--- src/rtl/filt_mem_stream.sv ---
// filt_mem_stream
//   Holds one packed filter frame and replays its weights to a processing
//   element one at a time, reuse_cnt passes per frame, highest-index weight
//   first. After the last pass the untouched frame is forwarded downstream.
//
//   Build option: define FILT_MEM_DOUBLE_BUF_EN to add a shadow buffer.
//   The next frame can then be accepted while the current one is streaming,
//   and it is promoted straight into the active buffer on the forwarding
//   handshake.
//
//   Ports
//     clk, rst_n                      clock, async active-low reset
//     frame_in_valid/ready/data       packed frame input (weight k at [DWIDTH*k +: DWIDTH])
//     reuse_cnt                       passes for the offered frame (saturated to MAX_REUSE)
//     single_valid/ready/data/last    one-weight-per-handshake stream to the PE
//     frame_out_valid/ready/data      copy of the frame after all passes
//     busy                            high whenever the FSM is not idle
//
//   state  | meaning
//   IDLE   | no frame held; ready for a new one
//   STREAM | replaying weights of the active frame
//   FWD    | offering the active frame downstream

module filt_mem_stream #(
    parameter int DWIDTH    = 8,
    parameter int FILT_LEN  = 3,
    parameter int MAX_REUSE = 15,
    localparam int RW       = $clog2(MAX_REUSE + 1)
) (
    input  logic                       clk,
    input  logic                       rst_n,
    input  logic                       frame_in_valid,
    output logic                       frame_in_ready,
    input  logic [DWIDTH*FILT_LEN-1:0] frame_in_data,
    input  logic [RW-1:0]              reuse_cnt,
    output logic                       single_valid,
    input  logic                       single_ready,
    output logic [DWIDTH-1:0]          single_data,
    output logic                       single_last,
    output logic                       frame_out_valid,
    input  logic                       frame_out_ready,
    output logic [DWIDTH*FILT_LEN-1:0] frame_out_data,
    output logic                       busy
);

    localparam int FW = DWIDTH * FILT_LEN;
    localparam int PW = (FILT_LEN > 1) ? $clog2(FILT_LEN) : 1;
    localparam logic [PW-1:0] PTR_TOP = PW'(FILT_LEN - 1);

    typedef enum logic [1:0] {
        S_IDLE   = 2'd0,
        S_STREAM = 2'd1,
        S_FWD    = 2'd2
    } state_t;

    state_t        state_q, state_d;
    logic [FW-1:0] act_data_q, act_data_d;
    logic [RW-1:0] act_reuse_q, act_reuse_d;
    logic [PW-1:0] ptr_q, ptr_d;
    logic [RW-1:0] pass_q, pass_d;

`ifdef FILT_MEM_DOUBLE_BUF_EN
    logic [FW-1:0] shd_data_q, shd_data_d;
    logic [RW-1:0] shd_reuse_q, shd_reuse_d;
    logic          shd_full_q, shd_full_d;
`endif

    logic          in_acc;
    logic          sgl_hs;
    logic          out_hs;
    logic          last_pass;
    logic [RW-1:0] in_reuse_sat;
    logic          load_en;
    logic [FW-1:0] load_data;
    logic [RW-1:0] load_reuse;

    assign in_acc = frame_in_valid && frame_in_ready;
    assign sgl_hs = single_valid && single_ready;
    assign out_hs = frame_out_valid && frame_out_ready;

    // pass_q counts completed passes, so the current pass is the final one
    // when one more would reach the latched reuse count.
    assign last_pass = ((pass_q + RW'(1)) == act_reuse_q);

    // Compared as int so a MAX_REUSE equal to the port's full range does not
    // produce a degenerate compare.
    assign in_reuse_sat = (int'(reuse_cnt) > MAX_REUSE) ? RW'(MAX_REUSE) : reuse_cnt;

    always_ff @(posedge clk or negedge rst_n) begin
        if (!rst_n) begin
            state_q     <= S_IDLE;
            act_data_q  <= '0;
            act_reuse_q <= '0;
            ptr_q       <= '0;
            pass_q      <= '0;
`ifdef FILT_MEM_DOUBLE_BUF_EN
            shd_data_q  <= '0;
            shd_reuse_q <= '0;
            shd_full_q  <= 1'b0;
`endif
        end else begin
            state_q     <= state_d;
            act_data_q  <= act_data_d;
            act_reuse_q <= act_reuse_d;
            ptr_q       <= ptr_d;
            pass_q      <= pass_d;
`ifdef FILT_MEM_DOUBLE_BUF_EN
            shd_data_q  <= shd_data_d;
            shd_reuse_q <= shd_reuse_d;
            shd_full_q  <= shd_full_d;
`endif
        end
    end

    always_comb begin
        state_d     = state_q;
        act_data_d  = act_data_q;
        act_reuse_d = act_reuse_q;
        ptr_d       = ptr_q;
        pass_d      = pass_q;
        load_en     = 1'b0;
        load_data   = frame_in_data;
        load_reuse  = in_reuse_sat;
`ifdef FILT_MEM_DOUBLE_BUF_EN
        shd_data_d  = shd_data_q;
        shd_reuse_d = shd_reuse_q;
        shd_full_d  = shd_full_q;
`endif

        case (state_q)
            S_IDLE: begin
                if (in_acc) begin
                    load_en = 1'b1;
                end
            end
            S_STREAM: begin
                if (sgl_hs) begin
                    if (ptr_q == '0) begin
                        if (last_pass) begin
                            state_d = S_FWD;
                        end else begin
                            pass_d = pass_q + RW'(1);
                            ptr_d  = PTR_TOP;
                        end
                    end else begin
                        ptr_d = ptr_q - PW'(1);
                    end
                end
            end
            S_FWD: begin
                if (out_hs) begin
`ifdef FILT_MEM_DOUBLE_BUF_EN
                    if (shd_full_q) begin
                        load_en    = 1'b1;
                        load_data  = shd_data_q;
                        load_reuse = shd_reuse_q;
                        shd_full_d = 1'b0;
                    end else if (in_acc) begin
                        // Shadow was empty this cycle, so the new frame
                        // bypasses it and goes straight to the active buffer.
                        load_en = 1'b1;
                    end else begin
                        state_d = S_IDLE;
                    end
`else
                    state_d = S_IDLE;
`endif
                end
            end
            default: begin
                state_d = S_IDLE;
            end
        endcase

`ifdef FILT_MEM_DOUBLE_BUF_EN
        if (in_acc && (state_q != S_IDLE) && !((state_q == S_FWD) && out_hs)) begin
            shd_data_d  = frame_in_data;
            shd_reuse_d = in_reuse_sat;
            shd_full_d  = 1'b1;
        end
`endif

        if (load_en) begin
            act_data_d  = load_data;
            act_reuse_d = load_reuse;
            ptr_d       = PTR_TOP;
            pass_d      = '0;
            state_d     = (load_reuse == '0) ? S_FWD : S_STREAM;
        end
    end

    always_comb begin
        // Gated by rst_n so the input side reports not-ready while reset is held.
`ifdef FILT_MEM_DOUBLE_BUF_EN
        frame_in_ready  = rst_n && ((state_q == S_IDLE) || !shd_full_q);
`else
        frame_in_ready  = rst_n && (state_q == S_IDLE);
`endif
        single_valid    = (state_q == S_STREAM);
        single_data     = act_data_q[int'(ptr_q)*DWIDTH +: DWIDTH];
        single_last     = (state_q == S_STREAM) && (ptr_q == '0) && last_pass;
        frame_out_valid = (state_q == S_FWD);
        frame_out_data  = act_data_q;
        busy            = (state_q != S_IDLE);
    end

endmodule

--- config.mk ---
export PLATFORM = sky130hd
export DESIGN_NAME = filt_mem_stream
export DESIGN_NICKNAME = d
export VERILOG_FILES = /design/src/rtl/filt_mem_stream.sv
export SDC_FILE = /design/constraint.sdc
export NUM_CORES = 1
export LEC_CHECK = 0
export ABC_AREA = 1
export CELL_PAD_IN_SITES_DETAIL_PLACEMENT = 0
export CELL_PAD_IN_SITES_GLOBAL_PLACEMENT = 1
export CORE_MARGIN = 2
export CORE_UTILIZATION = 31
export DETAILED_ROUTE_END_ITERATION = 10
export PLACE_DENSITY = 0.83
export SYNTH_ARGS = -nofsm -noshare
export SYNTH_HDL_FRONTEND = slang
export SYNTH_SLANG_ARGS = --single-unit
--- constraint.sdc ---
create_clock -name clk -period 2.35 [get_ports clk]
set_clock_uncertainty 0.15 [all_clocks]
set_input_delay 0.47 -clock clk [delete_from_list [all_inputs] [get_ports clk]]
set_output_delay 0.47 -clock clk [all_outputs]
set_load 0.05 [all_outputs]
After elaboration in Yosys (flattened, before gate mapping)
Cells that the tools add are included.
W data, S select, Z words.

operators by class
  add/sub/neg operators = 2
  equal/unequal tests = 10
  shift-type cells = 1
  multiplexer cells = 19
  reduce and logical (&&, ||, !) cells = 16

operator list
  operator               count
  $shiftx A24 B6 Y8      1
  $mux W2                11
  $mux W4                5
  $ne A3 B1 Y1 const B   4
  $reduce_bool A2 Y1     4
  $logic_and A1 B1 Y1    6
  $pmux W2 S3            1
  $reduce_and A5 Y1      1
  $add A4 B1 Y4 const B  1
  $eq A4 B4 Y1           1
  $logic_not A2 Y1       2
  $logic_not A4 Y1       1
  $reduce_and A4 Y1      1
  $ne A3 B3 Y1 const B   1
  $reduce_and A3 Y1      1
  $eq A2 B1 Y1 const B   1
  $eq A2 B2 Y1 const B   1
  $mux W1                2
  $ne A2 B1 Y1 const B   1
  $ne A2 B2 Y1 const B   1
  $sub A2 B1 Y2 const B  1

word-level totals
  bits in registers = 36
  output and inout port bits = 37
  logic and storage cells = 53

Longest topological paths before layout
  word-level depth = 7
  gate-level depth with buffers = 10

Least setup slack after synthesis
Ideal clock, no wire load.

  path kind = register to output
  from = register ptr_q[0]
  to = output port single_data[5]
  arrival = 1.963 ns
  required time = 1.730 ns
  path slack = -0.233 ns
  cell stages (with the launch flop) = 6
  path through = dfrtp_1 > buf_2 > clkinv_1 > buf_2 > nor2_1 > o21ai_0

between the ends
  word-level cells in the longest chain between the ends = 1

ends and longest elaborated chain
  what                    RTL line  source
  start, declared         59        logic [PW-1:0] ptr_q, ptr_d;
  start signal, assigned  105       ptr_q <= ptr_d;
  $shiftx A24 B6 Y8       200       single_data = act_data_q[int'(ptr_q)*DWIDTH +: DWIDTH];
  end, declared           38        output logic [DWIDTH-1:0] single_data,

No other way between the ends.

Worst setup path after layout
  from = register pass_q[1]
  to = output port single_last

between the ends
  word-level cells in the longest chain between the ends = 3

ends and longest elaborated chain
  what                    RTL line  source
  start, declared         60        logic [RW-1:0] pass_q, pass_d;
  start signal, assigned  106       pass_q <= pass_d;
  $add A4 B1 Y4           83        assign last_pass = ((pass_q + RW'(1)) == act_reuse_q);
  $eq A4 B4 Y1            83
  $logic_and A1 B1 Y1     201       single_last = (state_q == S_STREAM) && (ptr_q == '0) && last_pass;
  end, declared           39        output logic single_last,

No other way between the ends.

==> flow_summary.json <==
{
  "syn_area_um2": 1860,
  "power.total_mw": 4.40,
  "critPathArrivalTime_ns": 1.69,
  "row_count": 28,
  "fin_crit_ns": 2.31,
  "syn_inst": 249,
  "cts-root-buf": "clkbuf_8",
  "rsz0062_at_grt": "true",
  "vdd_drop_max_v": 0.000967,
  "synth_warnings": 0,
  "clk_pin_slew_ns": 0.07,
  "hpwl_mm": 3.78,
  "diodes": 0,
  "cts_max_level": 2,
  "synth_simple_gate_area_share_pct": 34.8,
  "synth_top_family_by_area": "simple AND/OR/NAND/NOR gates",
  "yosys-mux-area-fraction_pct": 0,
  "drv_slew": 0,
  "synthXorXnorAreaFrac_pct": 0.471,
  "clk_latency_ns": 0.29,
  "max_slew_margin_pct": 64.9,
  "grt_max_degree": 37,
  "ys_ff_latch": 36,
  "postLayoutSetupSlackWorst_ns": 0.0421,
  "drt-wirelength-per-cell_um": 13.2,
  "dr.first_iter.drc_count": 98,
  "cts_hold_buf": 0,
  "power_leakage_nw": 1.35,
  "hold_viol": 0,
  "route.final.wire_length_mm": 5.26,
  "grt_use_total_pct": 17.0,
  "setup_viol": 0,
  "p_per_area_nw_per_um2": 1590,
  "first_pass_iters": 4,
  "period_share_pct": 98.2,
  "synth_compound_area_share_pct": 7.00,
  "antenna_left": 0,
  "initial_core_util_pct": 31.8,
  "start_kind": "flip-flop",
  "layout-drive-gt1-share_pct": 13.5,
  "cp_max_fo": 4,
  "cp.required_ns": 1.73,
  "tightest_slew_ns": 0.526,
  "grt_pass1_vias": 1836,
  "die_h_um": 81.4,
  "grt-ovfl-total": 0,
  "nets": 360,
  "dpl_cell_area_um2": 2620,
  "synth_cell_types": 21,
  "coreArea_um2": 5850,
  "cts_sinks": 36,
  "grt_first_pass_wirelength_mm": 8.43,
  "antenna_found_initial": 0,
  "num_vias": 1831,
  "min_path_type": "primary input to asynchronous set/reset pin",
  "max_freq_mhz": 433,
  "pre_cts_slack_ns": 0.165,
  "post-route-util_pct": 47.4,
  "routabilityCongestion": 0.780,
  "yosysSeqAreaShare_pct": 48.5,
  "port_buffers": 69,
  "final_area_um2": 2770,
  "route.detailed.drc": 0,
  "vias_per_cell": 4.58,
  "synthAdderAreaFrac_pct": 2.02,
  "avgSynthCellArea_um2": 7.47,
  "synth_nets": 285,
  "syn_to_final_growth_pct": 49.1,
  "outcome": "completed",
  "die_area_um2": 6630,
  "cts_buffers": 5,
  "pin_count": 70,
  "crit_type": "flip-flop to output pin",
  "dieWidth_um": 81.4,
  "end_kind": "output pin",
  "maxCapViolations": 0,
  "cts_tree": "done",
  "clockBufferDepth": 2
}
[registers in the layout, indices dropped and copies added (netlist names)]
signal          cells
pass_q              4
frame_out_data     24
act_reuse_q         4
ptr_q               2
state_q             2
[worst paths after layout]
kind | startpoint | to | slack [ns] | cells after the start
max | pass_q[1] | single_last | 0.04 | 9
min | rst_n | frame_out_data[12] | 0.11 | 2
max reg2reg | ptr_q[1] | pass_q[3] | 0.61 | 6
min reg2reg | frame_out_data[22] | frame_out_data[22] | 0.36 | 2
max in group asynchronous | rst_n | ptr_q[0] | 1.59 | 2
min in group clk | frame_out_data[22] | frame_out_data[22] | 0.36 | 2
[power breakdown]
part / switching [mW] / leakage [nW] / internal [mW]
combinational: 1.85 / 0.850 / 0.875
sequential: 0.256 / 0.448 / 0.884
clock: 0.220 / 0.0552 / 0.315
total: 2.32 / 1.35 / 2.07
[worst max-delay path: stages, from the launching register on]
cell and delay [ns]:
dfrtp_2 0.44, ha_4 0.17, inv_1 0.06, nand2_1 0.07, nand3_1 0.09, nand2_2 0.08
nor2_4 0.13, nand3_2 0.09, nor2_2 0.10, buf_6 0.16
[cell type report]
cell class                      instances  area, µm²
Fill cell                             598       3080
Sequential cell                        36        905
Multi-Input combinational cell        182        851
Timing Repair Buffer                   77        732
Tap cell                               75       93.8
Inverter                               22       82.6
Clock buffer                            6       72.6
Clock inverter                          2       35.0
[metrics by stage]
stage / std cells / hold slack (ns) / setup TNS [ns]
after detailed placement: 390 / 0.344 / 0
after global routing: 400 / 0.153 / -0.0621
after global placement: 390 / 0.344 / 0
after CTS: 399 / 0.134 / 0
after floorplan: 249 / 0.0244 / 0
final: 400 / 0.113 / 0
[metal layers]
layer	routed length [µm]	up-vias	track usage [%]
li1	-	936	-
met1	2330	832	20.7
met2	2360	57	27.3
met3	522	6	7.58
met4	52	0	4.92
met5	0	-	0
[what timing repair did]
item                                    4_1_cts  5_1_grt
setup buffers                                 1        1
pin swaps                                     1        0
resized for setup                             3        5
endpoints found under the setup margin        1        2
[layout by cell type (no fill, tap or decap), types with 2 or more instances in the layout]
cell | netlist | layout
clkbuf_8 | 0 | 5
nand3_1 | 25 | 24
dfrtp_1 | 36 | 33
clkdlybuf4s50_1 | 0 | 56
ha_1 | 3 | 2
o21ai_0 | 25 | 17
o21ai_1 | 0 | 8
nor2_4 | 1 | 2
nand4_1 | 5 | 5
nand3_2 | 1 | 2
nand2_1 | 103 | 102
buf_4 | 2 | 18
nand2_2 | 2 | 3
inv_2 | 2 | 2
nor2_1 | 12 | 11
inv_1 | 19 | 19
dfrtp_2 | 0 | 3
nor2_2 | 2 | 2
[cell families (layout without fill, tap and decap cells)]
kind of cell,count (synthesis),in the layout
and+or+nand+nor,152,152
buffers and inverters,31,107
xor gates and xnor gates,1,1
DFF,36,36
AOI/OAI and AO/OA,26,26
adders and majority gates,3,3
[Yosys cell counts]
master	number	area [µm²]
nand4_1	5	31.3
nor2_1	12	45.0
nor2_4	1	11.3
inv_2	2	7.51
nand2_1	103	387
nor3b_2	1	12.5
a21oi_1	1	5.00
inv_1	19	71.3
ha_1	3	37.5
buf_4	2	15.0
o21ai_0	25	125
clkbuf_1	3	11.3
buf_6	1	11.3
xnor2_1	1	8.76
nand3_1	25	125
nor2_2	2	12.5
clkinv_1	1	3.75
dfrtp_1	36	901
nand2_2	2	12.5
buf_2	3	15.0
nand3_2	1	10.0
Power figures use the tool's default switching activity.
